### config.mk
export PLATFORM = sky130hd
export DESIGN_NAME = panxi_sram_ctrl
export DESIGN_NICKNAME = d
export VERILOG_FILES = /design/src/rtl/panxi_sram_ctrl.sv
export SDC_FILE = /design/constraint.sdc
export NUM_CORES = 1
export LEC_CHECK = 0
export CORE_UTILIZATION = 38
export CTS_CLUSTER_SIZE = 28
export DETAILED_ROUTE_END_ITERATION = 8
export HOLD_SLACK_MARGIN = 0.08
export PLACE_DENSITY = 0.81
export RECOVER_POWER = 50
export SLEW_MARGIN = 20
export SYNTH_ARGS = -nofsm -noshare
export SYNTH_HDL_FRONTEND = slang
export SYNTH_SLANG_ARGS = --single-unit
### constraint.sdc
create_clock -name ACLK -period 5.7 [get_ports ACLK]
set_clock_uncertainty 0.05 [all_clocks]
set_input_delay 1.71 -clock ACLK [delete_from_list [all_inputs] [get_ports ACLK]]
set_output_delay 1.71 -clock ACLK [all_outputs]
set_load 0.01 [all_outputs]
### src/rtl/panxi_sram_ctrl.sv
// Valid/ready command-to-SRAM controller with an in-order response FIFO.
// Optional address checking is enabled by defining PANXI_SRAM_CTRL_ERR_EN.
module panxi_sram_ctrl #(
    parameter int          DATA_WIDTH = 32,
    parameter int          ADDR_WIDTH = 10,
    parameter int          RSP_DEPTH  = 2,
    parameter logic [31:0] BASE_ADDR  = 32'h0000_0000
) (
    input  logic                    ACLK,
    input  logic                    ARESETN,
    input  logic                    cmd_valid,
    output logic                    cmd_ready,
    input  logic                    cmd_read,
    input  logic [31:0]             cmd_addr,
    input  logic [DATA_WIDTH-1:0]   cmd_wdata,
    input  logic [DATA_WIDTH/8-1:0] cmd_wmask,
    output logic                    rsp_valid,
    input  logic                    rsp_ready,
    output logic [DATA_WIDTH-1:0]   rsp_rdata,
    output logic                    rsp_err,
    output logic                    sram_cen,
    output logic [ADDR_WIDTH-1:0]   sram_addr,
    output logic [DATA_WIDTH-1:0]   sram_wdata,
    output logic                    sram_gwen,
    output logic [DATA_WIDTH-1:0]   sram_wen,
    input  logic [DATA_WIDTH-1:0]   sram_rdata
);

    localparam int NB = DATA_WIDTH / 8;
    localparam int PW = $clog2(RSP_DEPTH);
    localparam int CW = $clog2(RSP_DEPTH + 1);
    localparam int OW = CW + 1;

    logic                  accept;
    logic                  addr_err;
    logic                  access;
    logic                  is_write;
    logic [DATA_WIDTH-1:0] wmask_bits;

    genvar gi;
    generate
        for (gi = 0; gi < NB; gi++) begin : g_mask
            assign wmask_bits[gi*8 +: 8] = {8{cmd_wmask[gi]}};
        end
    endgenerate

`ifdef PANXI_SRAM_CTRL_ERR_EN
    assign addr_err = (cmd_addr[31:ADDR_WIDTH+2] != BASE_ADDR[31:ADDR_WIDTH+2])
                   || (cmd_addr[1:0] != 2'b00);
`else
    // Upper and sub-word address bits alias; nothing can flag an error.
    logic unused_addr_bits;
    assign addr_err         = 1'b0;
    assign unused_addr_bits = ^{cmd_addr[31:ADDR_WIDTH+2], cmd_addr[1:0], BASE_ADDR};
`endif

    // An accepted write with no strobes, or an erroring command, skips the SRAM
    // but still earns a response.
    assign accept   = cmd_valid & cmd_ready;
    assign access   = accept & ~addr_err & (cmd_read | (|cmd_wmask));
    assign is_write = access & ~cmd_read;

    assign sram_cen   = ~access;
    assign sram_gwen  = ~is_write;
    assign sram_wen   = is_write ? ~wmask_bits : {DATA_WIDTH{1'b1}};
    assign sram_addr  = cmd_addr[ADDR_WIDTH+1:2];
    assign sram_wdata = cmd_wdata;

    logic inflight_vld_q, inflight_vld_d;
    logic inflight_rd_q,  inflight_rd_d;
    logic inflight_err_q, inflight_err_d;

    always_comb begin
        inflight_vld_d = accept;
        inflight_rd_d  = cmd_read & ~addr_err;
        inflight_err_d = addr_err;
    end

    logic [DATA_WIDTH-1:0] fifo_data_q [RSP_DEPTH];
    logic [DATA_WIDTH-1:0] fifo_data_d [RSP_DEPTH];
    logic [RSP_DEPTH-1:0]  fifo_err_q,  fifo_err_d;
    logic [PW-1:0]         wr_ptr_q,    wr_ptr_d;
    logic [PW-1:0]         rd_ptr_q,    rd_ptr_d;
    logic [CW-1:0]         count_q,     count_d;
    logic                  push;
    logic                  pop;
    logic [DATA_WIDTH-1:0] push_data;
    logic [OW-1:0]         occupancy;

    function automatic logic [PW-1:0] ptr_inc(input logic [PW-1:0] p);
        return (p == PW'(RSP_DEPTH - 1)) ? '0 : p + 1'b1;
    endfunction

    assign push      = inflight_vld_q;
    assign pop       = rsp_valid & rsp_ready;
    assign push_data = inflight_rd_q ? sram_rdata : '0;

    // Credit counts the in-flight slot and the slot freed by this cycle's pop,
    // so a full FIFO drained every cycle still accepts one command per cycle.
    assign occupancy = OW'(count_q) + OW'(inflight_vld_q) - OW'(pop);
    assign cmd_ready = occupancy < OW'(RSP_DEPTH);

    assign rsp_valid = (count_q != '0);
    assign rsp_rdata = rsp_valid ? fifo_data_q[rd_ptr_q] : '0;
    assign rsp_err   = rsp_valid & fifo_err_q[rd_ptr_q];

    always_comb begin
        fifo_data_d = fifo_data_q;
        fifo_err_d  = fifo_err_q;
        wr_ptr_d    = wr_ptr_q;
        rd_ptr_d    = rd_ptr_q;
        count_d     = count_q;
        if (push) begin
            fifo_data_d[wr_ptr_q] = push_data;
            fifo_err_d[wr_ptr_q]  = inflight_err_q;
            wr_ptr_d              = ptr_inc(wr_ptr_q);
        end
        if (pop) begin
            rd_ptr_d = ptr_inc(rd_ptr_q);
        end
        case ({push, pop})
            2'b10:   count_d = count_q + 1'b1;
            2'b01:   count_d = count_q - 1'b1;
            default: count_d = count_q;
        endcase
    end

    always_ff @(posedge ACLK or negedge ARESETN) begin
        if (!ARESETN) begin
            inflight_vld_q <= 1'b0;
            inflight_rd_q  <= 1'b0;
            inflight_err_q <= 1'b0;
            fifo_err_q     <= '0;
            wr_ptr_q       <= '0;
            rd_ptr_q       <= '0;
            count_q        <= '0;
        end else begin
            inflight_vld_q <= inflight_vld_d;
            inflight_rd_q  <= inflight_rd_d;
            inflight_err_q <= inflight_err_d;
            fifo_err_q     <= fifo_err_d;
            wr_ptr_q       <= wr_ptr_d;
            rd_ptr_q       <= rd_ptr_d;
            count_q        <= count_d;
        end
    end

    // Payload storage needs no reset: it is only visible behind rsp_valid.
    always_ff @(posedge ACLK) begin
        fifo_data_q <= fifo_data_d;
    end

endmodule

==> results of run 1 <==
==> critical path, stage by stage <==
cell and delay, ps:
clkdlybuf4s50_1 460, and2_4 140, ha_1 220, nand2b_4 140, fa_2 370, xnor2_2 180
and4b_4 320, buf_4 140, nand2_4 70, clkbuf_2 140
==> power groups by stage <==
stage / clock network [mW] / logic [mW] / registers [mW]
finish: 0.370 / 0.825 / 0.759
global route: 0.399 / 0.900 / 0.774
CTS: 0.378 / 0.828 / 0.762
detailed placement: 0 / 0.846 / 0.770
global placement: 0 / 0.832 / 0.766
floorplan: 0 / 0.540 / 0.697
==> cells in the mapped netlist, drive strengths merged (2+ instances only) <==
| master | number | share of area (%) |
|---|---|---|
| xor2 | 3 | 0.73 |
| and2 | 35 | 6.2 |
| inv | 3 | 0.31 |
| xnor2 | 3 | 0.73 |
| edfxtp | 64 | 53 |
| ha | 2 | 0.70 |
| clkbuf | 3 | 0.31 |
| nand2 | 5 | 0.52 |
| dfrtp | 8 | 5.6 |
| buf | 77 | 16 |
| nor2 | 36 | 4.0 |
| nor2b | 2 | 0.35 |
| mux2i | 33 | 9.2 |
==> per-layer routing <==
layer | vias up | track usage [%]
met4 | 0 | 10.97
met3 | 46 | 4.989
met2 | 96 | 24.41
met5 | - | 0
li1 | 962 | -
met1 | 977 | 15.46
==> final timing paths <==
| check | start | endpoint |
|---|---|---|
| worst max-delay path | rsp_ready | sram_wen[1] |
| worst min-delay path | wr_ptr_q | wr_ptr_q |
| worst max register to register | inflight_vld_q | fifo_data_q[62] |
| worst min register to register | wr_ptr_q | wr_ptr_q |
| max in group asynchronous | ARESETN | rd_ptr_q |
| min in group asynchronous | ARESETN | fifo_err_q[0] |
==> state kept, by name, summed over array words and instances, names as in the netlist <==
register,flops
fifo_err_q,2
inflight_rd_q,1
rd_ptr_q,1
wr_ptr_q,1
inflight_vld_q,1
count_q,2
fifo_data_q,64
==> stage by stage <==
step	setup WS [ps]	cells	util [%]	power [mW]	hold slack (ps)
6_report	39.41	440	47.25	1.954	448.1
5_1_grt	-49.40	440	47.25	2.073	477.4
4_1_cts	-19.17	438	48.10	1.968	461.4
3_5_place_dp	-349.2	424	46.46	1.616	439.3
3_3_place_gp	-275.6	424	46.46	1.598	434.7
2_1_floorplan	504.7	280	-	1.236	403.5
==> cells by family (layout without fill, tap and decap cells) <==
logic type,Yosys count,after routing,share of synthesized area [%]
xor+xnor,6,6,1.462
flops,72,72,59.01
mux,33,33,9.186
fa+ha+maj,3,3,1.253
compound gates,1,1,0.2436
simple gates,82,82,12.04
buf+inv,83,132,16.81
==> cell type report <==
cell class	instances	area share (%)
Tap cell	111	3.196
Inverter	3	0.2591
Clock inverter	5	1.152
Clock buffer	9	2.851
Sequential cell	72	48.86
Timing Repair Buffer	115	22.43
Multi-Input combinational cell	125	21.25
==> repair_timing <==
item | CTS | global route
setup buffers | 0 | 2
gates resized for setup | 41 | 72
pin swaps | 1 | 4
setup endpoints to repair | 35 | 34
==> flow_summary.yaml, run 1 <==
worst_setup_path:
  r2r_setup_slack_ps: 2520
  worstPathRequired_ps: 3940
  reg2reg_depth: 2
  worstSetupEndpointType: "primary output"
  path_class: "input pin to primary output"
  start_kind: "input pin"
  critical_path.max_fanout: 8
  worstPathArrival_ps: 3900
logic_synthesis:
  ys_warn_count: 0
  synth_area_sq_um: 3596
  synth_seq_area_share_pct: 59.01
  syn_inst: 280
  async_reset_ff_share_pct: 11.11
  synth_edf_count: 64
  synth_cell_types: 24
  synth_area_per_cell_sq_um: 12.84
  yosys_register_bits: 72
  syn_nets: 388
  synth-main-ff-cell: "edfxtp_1"
routing:
  drt-total-wl_um: 7005
  drc: 0
  drtIter0Drc: 76
  first_pass_iters: 4
  wl_met3_um: 594
  met2_length_um: 3420
  post_drt_wl_per_cell_um: 15.92
  met1_length_um: 2608
  avgViaCountPerCell: 4.730
  via_count: 2081
  top_layer: "met4"
  drtAntennaViolNets: 0
power:
  powerDensity_nw_per_um2: 449.8
  p_int_mw: 1.318
  ir_drop_uv: 236.6
  p_sw_share_pct: 32.55
  p_clk_share_pct: 18.9
  p_comb_share_pct: 42.2
  p_switching_mw: 0.6361
  p_leak_nw: 1.705
  seqPwrFrac_pct: 38.8
finish:
  nets: 434
  regArea_sq_um: 2123
  fillers: 864
  diodes: 0
  multi_input_area_sq_um: 923.4
  final_cell_mix: "64 x edfxtp_1, 51 x clkdlybuf4s50_1, 35 x nor2_1"
  layout_commonest_cell: "edfxtp_1"
  syn_to_final_growth_pct: 20.84
  final_area_sq_um: 4345
  drive_gt1_share_pct: 20.06
placement:
  routabilityCongestion: 0.7093
  port_buffers: 109
  placed_cell_area_sq_um: 4273
floorplan:
  coreArea_sq_um: 9196
  rows: 35
  die_area_sq_um: 9857
  pin_count: 216
  initial_core_util_pct: 39.10
  die_x_um: 99.28
  die_y_um: 99.28
clock_tree:
  tritoncts: "yes"
  clockRootBuffer: "clkbuf_8"
  clkLatencyLatePin_ps: 330
  clkSinkCount: 72
  h-tree-depth: 3
  cts_buffer_depth: 2
  cts.reportedPaths.clkPinSlew_ps: 70
  holdBufCountCts: 0
  cts_buffers: 9
grt:
  grt_max_degree: 35
  grt_pass1_wl_um: 10760
  grt_util_all_layers_pct: 14.68
  overflow: 0
  antenna_found_initial: 0
  grt_pass1_vias: 2185
status:
  status: "finished with violations"
  failed_checks: "capacitance limit, slew limit"
timing:
  finalHoldViolCount: 0
  worst_pin_slew_ps: 2925
  fmax_mhz: 176.7
  slew_viol_final: 34
  rsz0062_at_grt: "true"
  fin_setup_tns_ps: 0
  period_share_pct: 99.31
  setup_viol: 0
  relSlewSlack_pct: -95.74
  min_period_ps: 5661
job:
  cap_violations: 1
min_path:
  hold_depth: 1
  min-delay-path-class: "flop to flop"
Power figures use the tool's default switching activity.
==> run 2: changes to the inputs <==
--- a/config.mk
+++ b/config.mk
@@ -5,11 +5,12 @@
 export SDC_FILE = /design/constraint.sdc
 export NUM_CORES = 1
 export LEC_CHECK = 0
+export CORE_MARGIN = 5
 export CORE_UTILIZATION = 38
 export CTS_CLUSTER_SIZE = 28
 export DETAILED_ROUTE_END_ITERATION = 8
 export HOLD_SLACK_MARGIN = 0.08
-export PLACE_DENSITY = 0.81
+export PLACE_DENSITY = 0.85
 export RECOVER_POWER = 50
 export SLEW_MARGIN = 20
 export SYNTH_ARGS = -nofsm -noshare
==> flow_summary.yaml, run 2 (same netlist as run 1, synthesis figures left out) <==
status:
  status: "finished with violations"
  failed_checks: "capacitance limit, slew limit"
power:
  report.power.total_mw: 1.940
  powerDensity_nw_per_um2: 439.6
  p_sw_share_pct: 33.65
  ir_drop_uv: 226.0
  p_comb_share_pct: 43.0
  p_switching_mw: 0.6527
  seqPwrFrac_pct: 39.2
  p_leak_nw: 1.695
  p_int_mw: 1.287
  p_clk_share_pct: 17.8
timing:
  min_period_ps: 5422
  setup_viol: 0
  finalHoldViolCount: 0
  relSlewSlack_pct: -95.28
  slew_viol_final: 68
  worst_pin_slew_ps: 2918
  fmax_mhz: 184.4
  period_share_pct: 95.12
  fin_hold_ws_ps: 448.9
  rsz0062_at_grt: "false"
worst_setup_path:
  cp_cell_sequence: "dlymetal6s2s_1, and2_0, ha_1, nand2b_4, fa_2, and4b_4, buf_6, nand2_8, buf_2"
  critical_path.max_fanout: 8
  path_buf_inv: 3
  crit_slowest_cell: "fa_2"
  cpPeakStageDelay_ps: 560
  reg2reg_depth: 2
  start_kind: "input pin"
  cp.depth: 9
  worstPathArrival_ps: 3660
  worstSetupEndpointType: "primary output"
  worstPathRequired_ps: 3940
  path_class: "input pin to primary output"
  reg2reg_from: "inflight_vld_q"
  cp_top_family: "adder cells"
  crit_start: "rsp_ready"
grt:
  grt_pass1_wl_um: 10680
  overflow: 0
  grt_use_met3_pct: 5.999
  grt_util_met1_pct: 12.49
  met2_usage_pct: 20.51
  grt_util_all_layers_pct: 11.99
  grt_pass1_vias: 2291
  grt_max_degree: 35
  antenna_found_initial: 0
  busiest_layer: "met2"
floorplan:
  coreArea_sq_um: 9240
  initial_core_util_pct: 38.92
  rows: 35
  die_x_um: 107.3
  die_y_um: 107.3
  die_area_sq_um: 11510
  pin_count: 216
placement:
  port_buffers: 109
  routabilityCongestion: 0.7191
  dp_hpwl_um: 4756
  placed_cell_area_sq_um: 4295
  dp_cells: 442
clock_tree:
  h-tree-depth: 3
  clkLatencyLatePin_ps: 340
  clkSinkCount: 72
  cts_buffers: 9
  cts.reportedPaths.clkPinSlew_ps: 80
  clockRootBuffer: "clkbuf_8"
  holdBufCountCts: 0
  tritoncts: "yes"
  cts_buffer_depth: 2
routing:
  via_count: 2053
  first_pass_iters: 4
  avgViaCountPerCell: 4.463
  drt-total-wl_um: 6972
  post_drt_wl_per_cell_um: 15.16
  drtIter0Drc: 54
  drtAntennaViolNets: 0
  drc: 0
finish:
  fillers: 830
  diodes: 0
  final_area_sq_um: 4413
  nets: 434
  layout_commonest_cell: "edfxtp_1"
  drive_gt1_share_pct: 19.34
  largest_reg_flops: 64
  reg_top3: "fifo_data_q x64, count_q x2, fifo_err_q x2"
  final_cells: 460
  final_cell_mix: "64 x edfxtp_1, 47 x clkdlybuf4s50_1, 35 x nor2_1"
  syn_to_final_growth_pct: 22.72
  regMostFlops: "fifo_data_q"
min_path:
  min-delay-path-class: "flop to flop"
  worstHoldStart: "wr_ptr_q"
  hold_depth: 1
job:
  cap_violations: 2
==> run 2: cell types whose count changed in the layout (fill, tap and decap cells not counted), moves of 2 or more <==
cell             delta
and2_0              +6
and2_1              -4
buf_2              +11
buf_4               -2
buf_6               +7
clkbuf_2           -18
clkdlybuf4s50_1     -4
dlygate4sd2_1       +2
dlygate4sd3_1       +3
inv_6               +2
==> run 2: timing repair <==
action                                  in CTS  in global routing
pin swaps                                    0                  2
resized for setup                           85                 50
setup buffers                                2                  0
endpoints found under the setup margin      35                 33
==> run 2: metrics by stage <==
step / setup WS, ps / setup TNS [ps] / utilization [%]
2_1_floorplan: 504.7 / 0 / -
3_3_place_gp: -294.2 / -8456 / 46.49
3_5_place_dp: -328.7 / -10160 / 46.49
4_1_cts: -50.55 / -624.4 / 47.73
5_1_grt: 218.5 / 0 / 47.76
6_report: 278.2 / 0 / 47.76
==> run 2: routing by layer <==
| layer | part of all wire (%) | routed length [um] | vias up |
|---|---|---|---|
| met5 | 0 | 0 | - |
| met2 | 50 | 3518 | 105 |
| li1 | - | - | 968 |
| met4 | 2.0 | 138 | 0 |
| met3 | 12 | 818 | 22 |
| met1 | 36 | 2495 | 958 |
==> run 2: layout make-up <==
| cell class | count | area, sq um | area share [%] |
|---|---|---|---|
| sequential | 72 | 2123 | 48.11 |
| timing repair buffer | 115 | 1025 | 23.22 |
| multi-input combinational | 125 | 923.4 | 20.92 |
| tap | 129 | 161.4 | 3.658 |
| clock buffer | 9 | 123.9 | 2.807 |
| clock inverter | 7 | 45.04 | 1.021 |
| inverter | 3 | 11.26 | 0.2552 |
==> run 2: power groups by stage <==
stage | logic (mW) | clock network [mW] | registers [mW]
after floorplan | 0.540 | 0 | 0.697
after global placement | 0.844 | 0 | 0.766
after detailed placement | 0.859 | 0 | 0.770
after CTS | 0.842 | 0.358 | 0.761
after global routing | 0.904 | 0.381 | 0.774
final | 0.834 | 0.346 | 0.760
==> run 2: path summary, 6_finish.rpt <==
path	to	slack, ps
setup / recovery	sram_wen[19]	280
setup reg to reg	fifo_data_q[48]	2500
max in group asynchronous	rd_ptr_q	3630
hold / removal	wr_ptr_q	450
min in group asynchronous	fifo_err_q[0]	1660
hold reg to reg	wr_ptr_q	450
==> run 2: worst reg2reg max path, delay by kind of cell, from the launching register on <==
kind | cells | cell delay [ps]
flops | 1 | 430
buf+inv | 1 | 90
simple gates | 1 | 2160
